===== config.mk =====
export PLATFORM = sky130hd
export DESIGN_NAME = ecg_frame_sequencer
export DESIGN_NICKNAME = d
export VERILOG_FILES = /design/src/rtl/ecg_seq_pkg.sv /design/src/rtl/ecg_window_buf.sv /design/src/rtl/ecg_frame_sequencer.sv
export SDC_FILE = /design/constraint.sdc
export NUM_CORES = 1
export LEC_CHECK = 0
export CORE_MARGIN = 8
export CORE_UTILIZATION = 30
export DETAILED_ROUTE_END_ITERATION = 10
export GPL_TIMING_DRIVEN = 0
export SETUP_SLACK_MARGIN = 0.1
export SLEW_MARGIN = 0
export SYNTH_ARGS = -nofsm -noshare
export SYNTH_HDL_FRONTEND = slang
export SYNTH_HIERARCHICAL = 1
export SYNTH_SLANG_ARGS = --single-unit

===== constraint.sdc =====
create_clock -name clk -period 2.5 [get_ports clk]
set_clock_uncertainty 0.15 [all_clocks]
set_input_delay 0.25 -clock clk [delete_from_list [all_inputs] [get_ports clk]]
set_output_delay 0.25 -clock clk [all_outputs]
set_load 0.03 [all_outputs]

===== src/rtl/ecg_seq_pkg.sv =====
// Shared types and default constants for the ECG frame sequencer.
// Consumers import this with: import ecg_seq_pkg::*;
package ecg_seq_pkg;

  localparam int DEF_N_SAMPLES      = 15;
  localparam int DEF_DATA_WIDTH     = 8;
  localparam int DEF_CLS_WIDTH      = 4;
  localparam int DEF_TIMEOUT_CYCLES = 4096;

  // Class code reported when the accelerator never answers.
  localparam logic [DEF_CLS_WIDTH-1:0] CLS_ERR = '1;

  typedef enum logic [1:0] {
    ST_FILL,
    ST_LAUNCH,
    ST_WAIT,
    ST_REPORT
  } seq_state_e;

endpackage


===== src/rtl/ecg_window_buf.sv =====
// Sample window storage for one classification frame.
// Writes land at an internal index that wraps after the last slot.
// The whole window is exposed in parallel.
module ecg_window_buf #(
  parameter int N_SAMPLES  = 15,
  parameter int DATA_WIDTH = 8,
  parameter int IW         = (N_SAMPLES > 1) ? $clog2(N_SAMPLES) : 1
) (
  input  logic                  clk,
  input  logic                  clear,
  input  logic                  wr_en,
  input  logic [DATA_WIDTH-1:0] wr_data,
  output logic [IW-1:0]         wr_idx,
  output logic [DATA_WIDTH-1:0] rd_data [0:N_SAMPLES-1]
);

  localparam logic [IW-1:0] LAST_IDX = IW'(N_SAMPLES - 1);

  logic [DATA_WIDTH-1:0] mem [0:N_SAMPLES-1];

  // NOTE: this storage is small and is read in parallel, so it lives in flops.
  // It is cleared on reset so that a freshly reset window reads as all zeros.
  // A RAM macro could not be cleared this way.
  always_ff @(posedge clk) begin
    if (clear) begin
      for (int i = 0; i < N_SAMPLES; i++) mem[i] <= '0;
      wr_idx <= '0;
    end else if (wr_en) begin
      mem[wr_idx] <= wr_data;
      wr_idx      <= (wr_idx == LAST_IDX) ? '0 : wr_idx + IW'(1);
    end
  end

  always_comb begin
    for (int i = 0; i < N_SAMPLES; i++) rd_data[i] = mem[i];
  end

endmodule


===== src/rtl/ecg_frame_sequencer.sv =====
// Frame sequencer: collects an ECG window, launches the classifier, and waits with a timeout.
// It then reports the result to the host. Optional statistics counters are enabled by ECG_SEQ_STATS_EN.
module ecg_frame_sequencer
  import ecg_seq_pkg::*;
#(
  parameter int N_SAMPLES      = DEF_N_SAMPLES,
  parameter int DATA_WIDTH     = DEF_DATA_WIDTH,
  parameter int CLS_WIDTH      = DEF_CLS_WIDTH,
  parameter int TIMEOUT_CYCLES = DEF_TIMEOUT_CYCLES
) (
  input  logic                  clk,
  input  logic                  rst,
  input  logic                  s_valid,
  input  logic [DATA_WIDTH-1:0] s_data,
  output logic                  s_ready,
  output logic                  acc_start,
  output logic [DATA_WIDTH-1:0] acc_window [0:N_SAMPLES-1],
  input  logic                  acc_valid,
  input  logic [CLS_WIDTH-1:0]  acc_class,
  output logic                  m_valid,
  output logic [CLS_WIDTH-1:0]  m_class,
  output logic                  m_err,
  input  logic                  m_ready
`ifdef ECG_SEQ_STATS_EN
  ,
  output logic [15:0]           frame_cnt,
  output logic [15:0]           err_cnt
`endif
);

  localparam int IW = (N_SAMPLES > 1) ? $clog2(N_SAMPLES) : 1;
  localparam int TW = $clog2(TIMEOUT_CYCLES + 1);
  localparam logic [IW-1:0] LAST_IDX  = IW'(N_SAMPLES - 1);
  localparam logic [TW-1:0] TIMER_MAX = TW'(TIMEOUT_CYCLES - 1);

  seq_state_e      state, state_nxt;
  logic [IW-1:0]   wr_idx;
  logic            wr_en;
  logic [TW-1:0]   timer;
  logic            timeout;

  assign wr_en   = s_valid && s_ready;
  assign timeout = (state == ST_WAIT) && (timer == TIMER_MAX);

  // The window is written only while filling, so it stays frozen from LAUNCH until REPORT exits.
  ecg_window_buf #(
    .N_SAMPLES  (N_SAMPLES),
    .DATA_WIDTH (DATA_WIDTH),
    .IW         (IW)
  ) u_window_buf (
    .clk     (clk),
    .clear   (rst),
    .wr_en   (wr_en),
    .wr_data (s_data),
    .wr_idx  (wr_idx),
    .rd_data (acc_window)
  );

  // NOTE: clocked state uses non-blocking assignments.
  // All flops then sample pre-edge values, whatever order the blocks evaluate in.
  always_ff @(posedge clk) begin
    if (rst) state <= ST_FILL;
    else     state <= state_nxt;
  end

  // NOTE: every combinational output gets a default before the case, so no path can infer a latch.
  always_comb begin
    state_nxt = state;
    case (state)
      ST_FILL:   if (wr_en && (wr_idx == LAST_IDX)) state_nxt = ST_LAUNCH;
      ST_LAUNCH: state_nxt = ST_WAIT;
      ST_WAIT:   if (acc_valid || timeout)          state_nxt = ST_REPORT;
      ST_REPORT: if (m_ready)                       state_nxt = ST_FILL;
      default:   state_nxt = ST_FILL;
    endcase
  end

  always_comb begin
    s_ready   = 1'b0;
    acc_start = 1'b0;
    m_valid   = 1'b0;
    case (state)
      ST_FILL:   s_ready   = 1'b1;
      ST_LAUNCH: acc_start = 1'b1;
      ST_REPORT: m_valid   = 1'b1;
      default:   ;
    endcase
  end

  always_ff @(posedge clk) begin
    if (rst || (state != ST_WAIT)) timer <= '0;
    else                           timer <= timer + TW'(1);
  end

  // If a result and the timeout land in the same cycle, the real result wins.
  always_ff @(posedge clk) begin
    if (rst) begin
      m_class <= '0;
      m_err   <= 1'b0;
    end else if ((state == ST_WAIT) && acc_valid) begin
      m_class <= acc_class;
      m_err   <= 1'b0;
    end else if (timeout) begin
      m_class <= {CLS_WIDTH{1'b1}};
      m_err   <= 1'b1;
    end
  end

`ifdef ECG_SEQ_STATS_EN
  always_ff @(posedge clk) begin
    if (rst) begin
      frame_cnt <= '0;
      err_cnt   <= '0;
    end else begin
      if (acc_start && (frame_cnt != 16'hFFFF))            frame_cnt <= frame_cnt + 16'd1;
      if (timeout && !acc_valid && (err_cnt != 16'hFFFF))  err_cnt   <= err_cnt + 16'd1;
    end
  end
`endif

endmodule


==> summary.txt <==
Setup path
  • Max incr delay on CP: 0.60 ns
  • Crit start category: register
  • R2r startpoint: u_window_buf/wr_idx[1]$_SDFFE_PP0P_
  • Critical path cell sequence: buf_2, nand2b_1, clkbuf_1, clkbuf_1, nor3_1
  • Critical path's slowest cell: clkbuf_1
  • Crit path launch: u_window_buf/wr_idx[1]$_SDFFE_PP0P_
  • WP data required: 2.48 ns
  • Cell mode on critical path: clkbuf_1
  • Crit path kind: register to register
  • Worst Path Arrival: 2.28 ns
  • CP endpoint kind: register
  • Crit-path max FO: 10

Logic synthesis
  • Synthesis warning total: 6
  • Syn Area/Cell: 13.5 um2
  • #FFs+latches synth: 144
  • Top cells by area, synth: edfxtp_1 61%, dfxtp_1 8.2%, nor3_1 7.8%
  • Sequential share of the synthesized area: 0.696
  • Syn_nets: 458
  • Mapped Area: 5870 um2
  • Largest area contributor in the netlist: edfxtp_1
  • Top cell type's share of synthesized area: 0.614
  • Cells after Synth: 435
  • Synth unique cells: 44

CTS
  • Clock transition at the registers of the reported paths: 0.06 ns
  • Clock Sink Count: 144
  • CTS tree: yes
  • Clk Latency, worst-skew pair: 0.42 ns
  • Root buf cell: clkbuf_16
  • Clock buffer depth: 2
  • CTS H-tree lvls: 4
  • TritonCTS buffer count: 17

Floorplanning
  • Core ar.: 19300 um2
  • Die ar.: 24300 um2
  • Row count: 51
  • Initial core utilization: 0.303
  • Ports: 145
  • Die X: 156 um
  • Die Y-Extent: 156 um

Global routing
  • Initial antenna violation count: 0
  • All-Layer GR Usage: 0.139
  • Met1 usage: 0.156
  • Met3 GRT Util: 0.0590
  • Met2 Use GR: 0.235
  • First-pass GRT wire length: 25400 um
  • Total gr overflow: 0
  • Vias in the first global route: 4351
  • Gr busiest metal: met2
  • Largest net degree at the start of global routing: 17

Finish
  • Layout Nets: 622
  • Layout cells sized above 1: 0.181
  • Ant. Diodes: 0
  • Area grow syn2layout: 44.1%
  • Fillers: 1788
  • Layout Cells excl Fill: 877
  • Final Core Density: 0.437

Placement
  • Routability cong.: 0.753
  • Dpl cells: 843
  • DP HPWL: 12200 um
  • Number of port buffers: 143

Power
  • Combinational share of power: 0.112
  • Share of power burned in registers: 0.445
  • Clock share of power: 0.443
  • P_leak: 2.79 nW
  • Switching Share: 0.249
  • Max IR drop VDD: 0.000441 V
  • P_sw: 1.52 mW
  • PD cells: 721 nW/um2
  • Final Power: 6.10 mW
  • Int Power: 4.58 mW

Detailed routing
  • ANT nets after route: 0
  • DRC Markers: 0
  • Via density: 4.69
  • Initial DRC Count: 236
  • WL/cell: 19.0 um
  • Via count: 4116
  • WL final: 16700 um
  • Pre-Repair DR Iteration Count: 5

Timing
  • Tmin final: 2.30 ns
  • Final setup fails: 0
  • Max frequency: 435 MHz
  • Slew @ Worst Pin: 1.13 ns
  • RSZ-0062 raised after global routing: false
  • Max-slew violations: 0
  • Relative slew slack: 0.247
  • Period utilization: 0.919
  • Fin. Hold Viols: 0

Min path
  • Hold wc startpoint: rst
  • Hold/Removal Path Class: primary input to register

Run status
  • Status: completed

Job
  • Max Cap Viol: 0
-- final timing paths --
path | endpoint | slack [ns] | depth (start not counted)
worst max-delay path | u_window_buf/mem[13][1]$_SDFFCE_PN0P_ | 0.20 | 5
worst max register to register | u_window_buf/mem[13][1]$_SDFFCE_PN0P_ | 0.20 | 5
worst min-delay path | state[0]$_SDFFE_PP0P_ | 0.07 | 2
worst min register to register | m_class[0]$_SDFFE_PP0P_ | 0.33 | 1
-- critical path: cells and delay by family, from the launching register on --
kind / cells / cell delay [ns]
buffers and inverters: 3 / 1.27
DFF: 1 / 0.36
and+or+nand+nor: 2 / 0.22
-- cell type report --
| type | count | area (um2) | area share |
|---|---|---|---|
| timing repair buffer | 147 | 1460 | 0.173 |
| inverter | 13 | 48.8 | 0.00577 |
| buffer | 43 | 231 | 0.0274 |
| clock inverter | 15 | 208 | 0.0246 |
| sequential | 144 | 4080 | 0.483 |
| multi-input combinational | 233 | 1660 | 0.197 |
| tap | 265 | 332 | 0.0392 |
| clock buffer | 17 | 425 | 0.0503 |
-- cell usage in the layout, fill, tap and decap left out, types with 3 or more instances in the layout --
| master | n |
|---|---|
| clkinvlp_4 | 3 |
| nor2_1 | 20 |
| nand2b_1 | 5 |
| edfxtp_1 | 120 |
| o21ai_4 | 9 |
| clkbuf_2 | 9 |
| clkdlybuf4s50_1 | 143 |
| nor3_2 | 33 |
| clkinv_4 | 3 |
| bufinv_16 | 4 |
| inv_1 | 13 |
| inv_6 | 4 |
| clkbuf_1 | 17 |
| dfxtp_1 | 24 |
| buf_6 | 6 |
| nand2_1 | 4 |
| buf_2 | 8 |
| xnor2_1 | 5 |
| nand3_1 | 5 |
| nand4_1 | 3 |
| o21a_1 | 4 |
| nor3_1 | 89 |
| clkbuf_16 | 17 |
| xor2_1 | 6 |
| nor2b_1 | 3 |
| a21oi_1 | 3 |
| ha_1 | 5 |
| buf_4 | 3 |
| o21ai_2 | 6 |
-- routing by layer --
layer / part of all wire / wire, um
met5: 0 / 0
met4: 0.011 / 188
met3: 0.093 / 1560
met2: 0.49 / 8120
met1: 0.41 / 6820
-- cells by family after synthesis --
kind of cell / synth area share
AOI/OAI and AO/OA: 0.0369
xor gates and xnor gates: 0.0164
buffers and inverters: 0.0465
muxes: 0.00171
DFF: 0.696
adders and majority gates: 0.0128
and+or+nand+nor: 0.190
-- power by group through the flow --
stage	clock [mW]	sequential [mW]	combinational, mW
2_1_floorplan	0	2.93	0.212
3_3_place_gp	0	2.77	0.650
3_5_place_dp	0	2.77	0.662
4_1_cts	2.74	2.72	0.679
5_1_grt	2.85	2.72	0.719
6_report	2.70	2.72	0.682
-- repair_timing --
| item | 4_1_cts | 5_1_grt |
|---|---|---|
| gates resized for setup | 24 | 20 |
| endpoints found under the setup margin | 162 | 201 |
| endpoints found under the hold margin | 2 | 0 |
| hold buffers | 1 | 0 |
| pin swaps | 2 | 3 |
| setup buffers | 3 | 0 |
-- through the flow --
step | hold WS, ns | setup slack, ns | area, um2 | TNS, ns
2_1_floorplan | 0.276 | -0.101 | 5890 | -3.26
3_3_place_gp | 0.289 | -0.347 | 7650 | -11.84
3_5_place_dp | 0.307 | -0.419 | 7650 | -17.09
4_1_cts | 0.0545 | 0.0880 | 8390 | 0
5_1_grt | 0.0782 | 0.0935 | 8450 | 0
6_report | 0.0669 | 0.203 | 8450 | 0
-- registers in the layout, indices dropped and copies added, names as in the netlist --
name and flops:
timer 13, u_window_buf/mem 120, u_window_buf/wr_idx 4, m_class 4, m_err 1, state 2
-- synthesized netlist by cell type (all sizes together) --
| master | number |
|---|---|
| a211oi | 1 |
| a21boi | 2 |
| a21oi | 3 |
| a311o | 2 |
| a311oi | 2 |
| a32o | 1 |
| a41oi | 1 |
| and2 | 2 |
| and3 | 2 |
| and4 | 2 |
| and4b | 1 |
| buf | 16 |
| clkbuf | 29 |
| dfxtp | 24 |
| edfxtp | 120 |
| ha | 6 |
| inv | 13 |
| mux2i | 1 |
| nand2 | 4 |
| nand2b | 5 |
| nand3 | 5 |
| nand4 | 4 |
| nand4b | 1 |
| nand4bb | 2 |
| nor2 | 20 |
| nor2b | 3 |
| nor3 | 122 |
| nor3b | 2 |
| nor4 | 2 |
| nor4bb | 1 |
| o211ai | 1 |
| o21a | 4 |
| o21ai | 16 |
| or2 | 1 |
| or3 | 1 |
| or4 | 1 |
| or4b | 1 |
| xnor2 | 5 |
| xor2 | 6 |
Power figures use the tool's default switching activity.
